==> src/rtl/pc_redirect_ctrl.sv <==
// pc_redirect_ctrl: fetch PC sequencer, redirect arbiter and trap drain.
// Optional redirect/trap counters: define YSYX22040228_REDIRECT_CNT_EN.
module pc_redirect_ctrl #(
  parameter int PC_W = 64,
  parameter logic [PC_W-1:0] START_PC =
    PC_W'(64'h0000_0000_8000_0000),
  parameter int DRAIN_CYC = 3
) (
  input  logic            clk,
  input  logic            rst,
  input  logic            trap_ena,
  input  logic [PC_W-1:0] trap_pc_i,
  input  logic            ex_pc_ena,
  input  logic [PC_W-1:0] ex_pc_i,
  input  logic            id_pc_ena,
  input  logic [PC_W-1:0] id_pc_i,
  input  logic [PC_W-1:0] bp_pc_i,
  input  logic            pipe_stall,
  input  logic            fetch_ready,
  output logic            pc_valid,
  output logic [PC_W-1:0] pc_o,
  output logic            flush_if,
  output logic            flush_id,
  output logic            flush_all,
  output logic [31:0]     redir_cnt_ex,
  output logic [31:0]     redir_cnt_id,
  output logic [31:0]     trap_cnt
);

  typedef enum logic [1:0] {
    BOOT  = 2'd0,
    RUN   = 2'd1,
    DRAIN = 2'd2
  } state_t;

  localparam logic [3:0] CNT_INIT =
    4'(DRAIN_CYC - 1);
  localparam logic [PC_W-1:0] ALIGN =
    {{(PC_W-1){1'b1}}, 1'b0};

  state_t state;
  state_t state_nx;

  logic [PC_W-1:0] tgt;
  logic [PC_W-1:0] tgt_nx;
  logic [3:0]      cnt;
  logic [3:0]      cnt_nx;
  logic            shadow;
  logic            shadow_nx;

  logic [PC_W-1:0] pc_nx;
  logic            valid_nx;
  logic            fif_nx;
  logic            fid_nx;
  logic            fall_nx;

  logic in_boot;
  logic in_run;
  logic in_drain;
  logic accept;
  logic id_live;
  logic sel_trap;
  logic sel_ex;
  logic sel_id;
  logic sel_acc;
  logic drain_exit;
  logic drain_stay;

  assign in_boot  = (state == BOOT);
  assign in_run   = (state == RUN);
  assign in_drain = (state == DRAIN);

  assign accept = pc_valid & fetch_ready
                & ~pipe_stall;

  // ID request behind an EX redirect or trap
  // return is on the wrong path.
  assign id_live = id_pc_ena & ~shadow;

  // One-hot selects: first match wins.
  assign sel_trap = in_run & trap_ena;
  assign sel_ex   = in_run & ~trap_ena
                  & ex_pc_ena;
  assign sel_id   = in_run & ~trap_ena
                  & ~ex_pc_ena & id_live;
  assign sel_acc  = in_run & ~trap_ena
                  & ~ex_pc_ena & ~id_live
                  & accept;

  assign drain_exit = in_drain
                    & (cnt == 4'd0);
  assign drain_stay = in_drain
                    & (cnt != 4'd0);

  always_ff @(posedge clk) begin
    if (rst) begin
      state <= BOOT;
    end else begin
      state <= state_nx;
    end
  end

  always_comb begin
    state_nx = state;
    unique case (state)
      BOOT:    state_nx = RUN;
      RUN:     if (trap_ena) state_nx = DRAIN;
      DRAIN:   if (cnt == 4'd0) state_nx = RUN;
      default: state_nx = BOOT;
    endcase
  end

  always_comb begin
    pc_nx     = pc_o;
    valid_nx  = pc_valid;
    fif_nx    = 1'b0;
    fid_nx    = 1'b0;
    fall_nx   = 1'b0;
    shadow_nx = 1'b0;
    tgt_nx    = tgt;
    cnt_nx    = cnt;
    unique case (1'b1)
      in_boot: begin
        pc_nx    = START_PC;
        valid_nx = 1'b1;
      end
      sel_trap: begin
        tgt_nx   = trap_pc_i & ALIGN;
        cnt_nx   = CNT_INIT;
        valid_nx = 1'b0;
        fall_nx  = 1'b1;
      end
      sel_ex: begin
        pc_nx     = ex_pc_i & ALIGN;
        valid_nx  = 1'b1;
        fif_nx    = 1'b1;
        fid_nx    = 1'b1;
        shadow_nx = 1'b1;
      end
      sel_id: begin
        pc_nx  = id_pc_i & ALIGN;
        fif_nx = 1'b1;
      end
      sel_acc: begin
        pc_nx = bp_pc_i & ALIGN;
      end
      drain_stay: begin
        valid_nx = 1'b0;
        fall_nx  = 1'b1;
        cnt_nx   = cnt - 4'd1;
        if (trap_ena) begin
          tgt_nx = trap_pc_i & ALIGN;
        end
      end
      drain_exit: begin
        // A re-trap on the last drain cycle
        // still wins over the older target.
        pc_nx     = trap_ena
                  ? (trap_pc_i & ALIGN)
                  : tgt;
        tgt_nx    = pc_nx;
        valid_nx  = 1'b1;
        shadow_nx = 1'b1;
      end
      default: ;
    endcase
  end

  always_ff @(posedge clk) begin
    if (rst) begin
      pc_o      <= START_PC;
      pc_valid  <= 1'b0;
      flush_if  <= 1'b0;
      flush_id  <= 1'b0;
      flush_all <= 1'b0;
      shadow    <= 1'b0;
      tgt       <= '0;
      cnt       <= '0;
    end else begin
      pc_o      <= pc_nx;
      pc_valid  <= valid_nx;
      flush_if  <= fif_nx;
      flush_id  <= fid_nx;
      flush_all <= fall_nx;
      shadow    <= shadow_nx;
      tgt       <= tgt_nx;
      cnt       <= cnt_nx;
    end
  end

`ifdef YSYX22040228_REDIRECT_CNT_EN
  logic [31:0] cnt_ex_q;
  logic [31:0] cnt_id_q;
  logic [31:0] cnt_tr_q;

  always_ff @(posedge clk) begin
    if (rst) begin
      cnt_ex_q <= '0;
      cnt_id_q <= '0;
      cnt_tr_q <= '0;
    end else begin
      if (sel_ex && (cnt_ex_q != '1)) begin
        cnt_ex_q <= cnt_ex_q + 32'd1;
      end
      if (sel_id && (cnt_id_q != '1)) begin
        cnt_id_q <= cnt_id_q + 32'd1;
      end
      if (sel_trap && (cnt_tr_q != '1)) begin
        cnt_tr_q <= cnt_tr_q + 32'd1;
      end
    end
  end

  assign redir_cnt_ex = cnt_ex_q;
  assign redir_cnt_id = cnt_id_q;
  assign trap_cnt     = cnt_tr_q;
`else
  assign redir_cnt_ex = '0;
  assign redir_cnt_id = '0;
  assign trap_cnt     = '0;
`endif

endmodule

==> config.mk <==
export PLATFORM = sky130hd
export DESIGN_NAME = pc_redirect_ctrl
export DESIGN_NICKNAME = d
export VERILOG_FILES = /design/src/rtl/pc_redirect_ctrl.sv
export SDC_FILE = /design/constraint.sdc
export NUM_CORES = 1
export LEC_CHECK = 0
export CAP_MARGIN = 0
export CORE_AREA = 2 2 166 168
export CTS_CLUSTER_SIZE = 24
export DETAILED_ROUTE_END_ITERATION = 10
export DIE_AREA = 0 0 168 170
export MAX_ROUTING_LAYER = met4
export PLACE_DENSITY_LB_ADDON = 0.3
export RECOVER_POWER = 25
export SLEW_MARGIN = 20
export SYNTH_ARGS = -nofsm -noshare
export SYNTH_HDL_FRONTEND = slang
export SYNTH_SLANG_ARGS = --single-unit
==> constraint.sdc <==
create_clock -name clk -period 2 [get_ports clk]
set_input_delay 0.4 -clock clk [delete_from_list [all_inputs] [get_ports clk]]
set_output_delay 0.4 -clock clk [all_outputs]
set_load 0.03 [all_outputs]
==> key figures <==
Finish
  – Multi-input gate area: 0.00425 sq mm
  – Sequential Area: 0.00278 sq mm
  – Area Overhead vs Synth: 50.5%
  – Layout cell share with drive strength beyond 1: 0.154
  – Design Area, Final: 0.0119 sq mm
  – Fin nets: 1387
  – Fillers: 2585
  – ANT cells: 0

Timing
  – Skew final: 0.0165 ns
  – Tmin final: 1.90 ns
  – Setup violations, final: 0
  – Final hold violation count: 0
  – Final Cycle Share: 0.948
  – Max frequency: 527 MHz
  – RSZ-0062 raised after global routing: no
  – Final worst slack: 0.103 ns
  – Pins over their slew limit: 0

Route
  – Final ANT Viol Nets: 0
  – DRC violations left: 0
  – Via count: 7341
  – Wire length per cell: 18.6 microns
  – Final Routed Wirelength: 27400 microns
  – Iteration-0 DRC Markers: 317
  – Drt pass-1 iters: 5
  – Vias per cell: 4.97

Worst setup path
  – Worst path most repeated cell: buf_12
  – Cells along the critical path: inv_1 -> ha_1 -> nor3b_4 -> buf_12 -> nand2_1 -> and4_2 -> buf_12 -> o2bb2ai_1
  – Startpoint types: flip-flop
  – Crit Path Class: reg -> reg
  – CP Capture Type: flip-flop
  – Slowest CP cell: dfxtp_1
  – Crit path max-delay family: simple AND/OR/NAND/NOR gates
  – WP data required: 2.29 ns
  – WP buf/inv: 3
  – CP arrival: 2.19 ns
  – R2r setup slk: 0.10 ns
  – Worst stage delay on the critical path: 0.32 ns
  – CP max FO: 33

Logic synthesis
  – Share of the yosys chip area belonging to registers: 0.352
  – Post-synth EDFFs: 0
  – #FFs+latches synth: 139
  – Post-Syn Area per Cell: 9.68 sq um
  – Library cells used by synthesis: 44
  – Cells after Synth: 816
  – Dominant cell type by area after synthesis: dfxtp_1
  – Ys flop type: dfxtp_1
  – Synth warn: 0
  – Share of flip-flops with an asynchronous set or reset: 0
  – Mapped cell area: 0.00790 sq mm
  – Largest cells by area after synthesis: dfxtp_1, buf_4, a32o_1
  – Post-synth top area share: 0.352

Floorplanning
  – Core Footprint: 0.0267 sq mm
  – Row cnt: 60
  – Initial core utilization: 0.296
  – IO Count: 427
  – Die X: 168 microns
  – Die area: 0.0286 sq mm
  – Die Y: 170 microns

Global routing
  – Vias in the first global route: 7466
  – Global routing's busiest layer: met2
  – Grt total ovfl: 0
  – Largest net degree at the start of global routing: 78
  – Met2 GRT Util: 0.334
  – Initial antenna violation count: 0
  – Met1 Resource Use GR: 0.222
  – M3 GR Usage: 0.0323
  – First-pass GRT wire length: 41000 microns
  – Total GRT Usage: 0.191

Job
  – Max-cap viol count: 0

Clocking
  – Hold buffer count at cts: 0
  – # H-tree levels: 4
  – Clk slew on worst S/H paths: 0.06 ns
  – Clock latency on the worst-skew pair: 0.42 ns
  – TritonCTS Buffers: 17
  – Max Root-Sink Buffers: 2
  – CTS root buffer: clkbuf_16
  – CTS tree: built
  – CTS Sinks: 139

Placed design
  – Post-place setup slack: -0.198 ns
  – Area after DPL: 0.0112 sq mm
  – Hpwl dp: 19500 microns
  – Port buffer count: 326
  – Routability cong.: 0.805

Pwr
  – Pleak: 0.00432 uW
  – VDD IR max: 344 uV
  – Power density cells: 659 mW/mm^2

Run status
  – Status: completed

Min path
  – HP Class: reg -> reg
[kinds of logic (layout without fill, tap and decap cells)]
kind of cell               Yosys count  after routing  share of synthesized area
adders and majority gates            1              1                    0.00158
AOI/OAI and AO/OA                  266            266                      0.293
buffers and inverters              180            404                      0.159
and+or+nand+nor                    165            165                     0.0899
other                                1             96                   0.000475
muxes                               64             64                      0.104
DFF                                139            139                      0.352
[layout make-up]
cell class,instances,area share
tap,341,0.0359
clock inverter,12,0.0118
multi-input combinational,592,0.358
inverter,4,0.00126
clock buffer,19,0.0373
timing repair buffer,369,0.322
sequential,139,0.234
[layer usage]
metal	vias up	share of wire	routed length, microns
met3	31	0.055	1500
met4	0	0.019	526
met1	3491	0.42	11500
met2	310	0.51	13900
li1	3509	-	-
met5	-	0	0
[per-stage QoR]
step	hold WS [ns]	utilization	std cells	setup TNS, ns	total power (uW)
2_1_floorplan	0.434	-	911	0	4000
3_3_place_gp	0.432	0.421	1439	-8.14	4640
3_5_place_dp	0.445	0.421	1439	-10.74	4660
4_1_cts	0.454	0.443	1470	0	7910
5_1_grt	0.466	0.446	1476	0	8180
6_report	0.451	0.446	1476	0	7830
[worst paths after layout]
| check | startpoint | endpoint | depth (start not counted) |
|---|---|---|---|
| worst max register to register | cnt[1] | pc_o[44] | 8 |
| worst min register to register | tgt[44] | tgt[44] | 2 |
| worst max-delay path | cnt[1] | pc_o[44] | 8 |
| worst min-delay path | tgt[44] | tgt[44] | 2 |
[synthesized netlist by cell type (2+ instances only)]
| cell | instances |
|---|---|
| a221oi_1 | 34 |
| a32o_1 | 62 |
| and3b_1 | 3 |
| mux2_2 | 36 |
| a21oi_1 | 69 |
| a211oi_1 | 2 |
| buf_6 | 7 |
| o2bb2ai_1 | 61 |
| nor2b_1 | 4 |
| a221oi_2 | 27 |
| buf_4 | 106 |
| a2bb2oi_1 | 2 |
| clkbuf_4 | 3 |
| nor2_1 | 14 |
| dfxtp_1 | 139 |
| clkbuf_1 | 12 |
| a22oi_1 | 2 |
| buf_12 | 3 |
| mux2_4 | 27 |
| nor3b_1 | 2 |
| nand3_1 | 4 |
| buf_2 | 44 |
| nand2_1 | 128 |
| inv_1 | 4 |
| nor3_1 | 2 |
[worst register-to-register path, cell delays in order (launching register included)]
cell	delay (ns)
dfxtp_1	0.32
inv_1	0.05
ha_1	0.19
nor3b_4	0.30
buf_12	0.18
nand2_1	0.09
and4_2	0.27
buf_12	0.17
o2bb2ai_1	0.21
[sequential cells by signal (all words and copies together), names as in the netlist]
name,flops
flush_if,1
cnt,4
tgt,64
flush_id,1
pc_valid,1
pc_o,64
flush_all,1
state,2
shadow,1
[cell usage in the layout, fill, tap and decap left out, types with 3 or more instances in the layout]
cell type / Yosys / routed
a21oi_1: 69 / 69
a221oi_1: 34 / 34
a221oi_2: 27 / 27
a32o_1: 62 / 62
buf_12: 3 / 18
buf_4: 106 / 23
clkbuf_16: 0 / 18
clkdlybuf4s50_1: 0 / 316
clkinv_4: 0 / 4
clkinvlp_4: 0 / 3
conb_1: 1 / 96
dfxtp_1: 139 / 139
dlygate4sd3_1: 0 / 8
inv_1: 4 / 4
mux2_2: 36 / 36
mux2_4: 27 / 27
nand2_1: 128 / 128
nand3_1: 4 / 4
nor2_1: 14 / 14
nor2b_1: 4 / 3
o2bb2ai_1: 61 / 61
[repair_timing]
| action | 4_1_cts | 5_1_grt |
|---|---|---|
| buffers inserted | 0 | 5 |
| gates cloned | 0 | 1 |
| resized for setup | 1 | 2 |
| hold endpoints to repair | 0 | 0 |
| endpoints found under the setup margin | 55 | 60 |
[power by group]
group	leakage, uW	switching [uW]	internal (uW)
Combinational	0.00292	856	857
Clock	0.000276	1340	1880
Sequential	0.00113	48.4	2860
Total	0.00432	2240	5590
No activity file was read; power rests on OpenSTA's default activity.
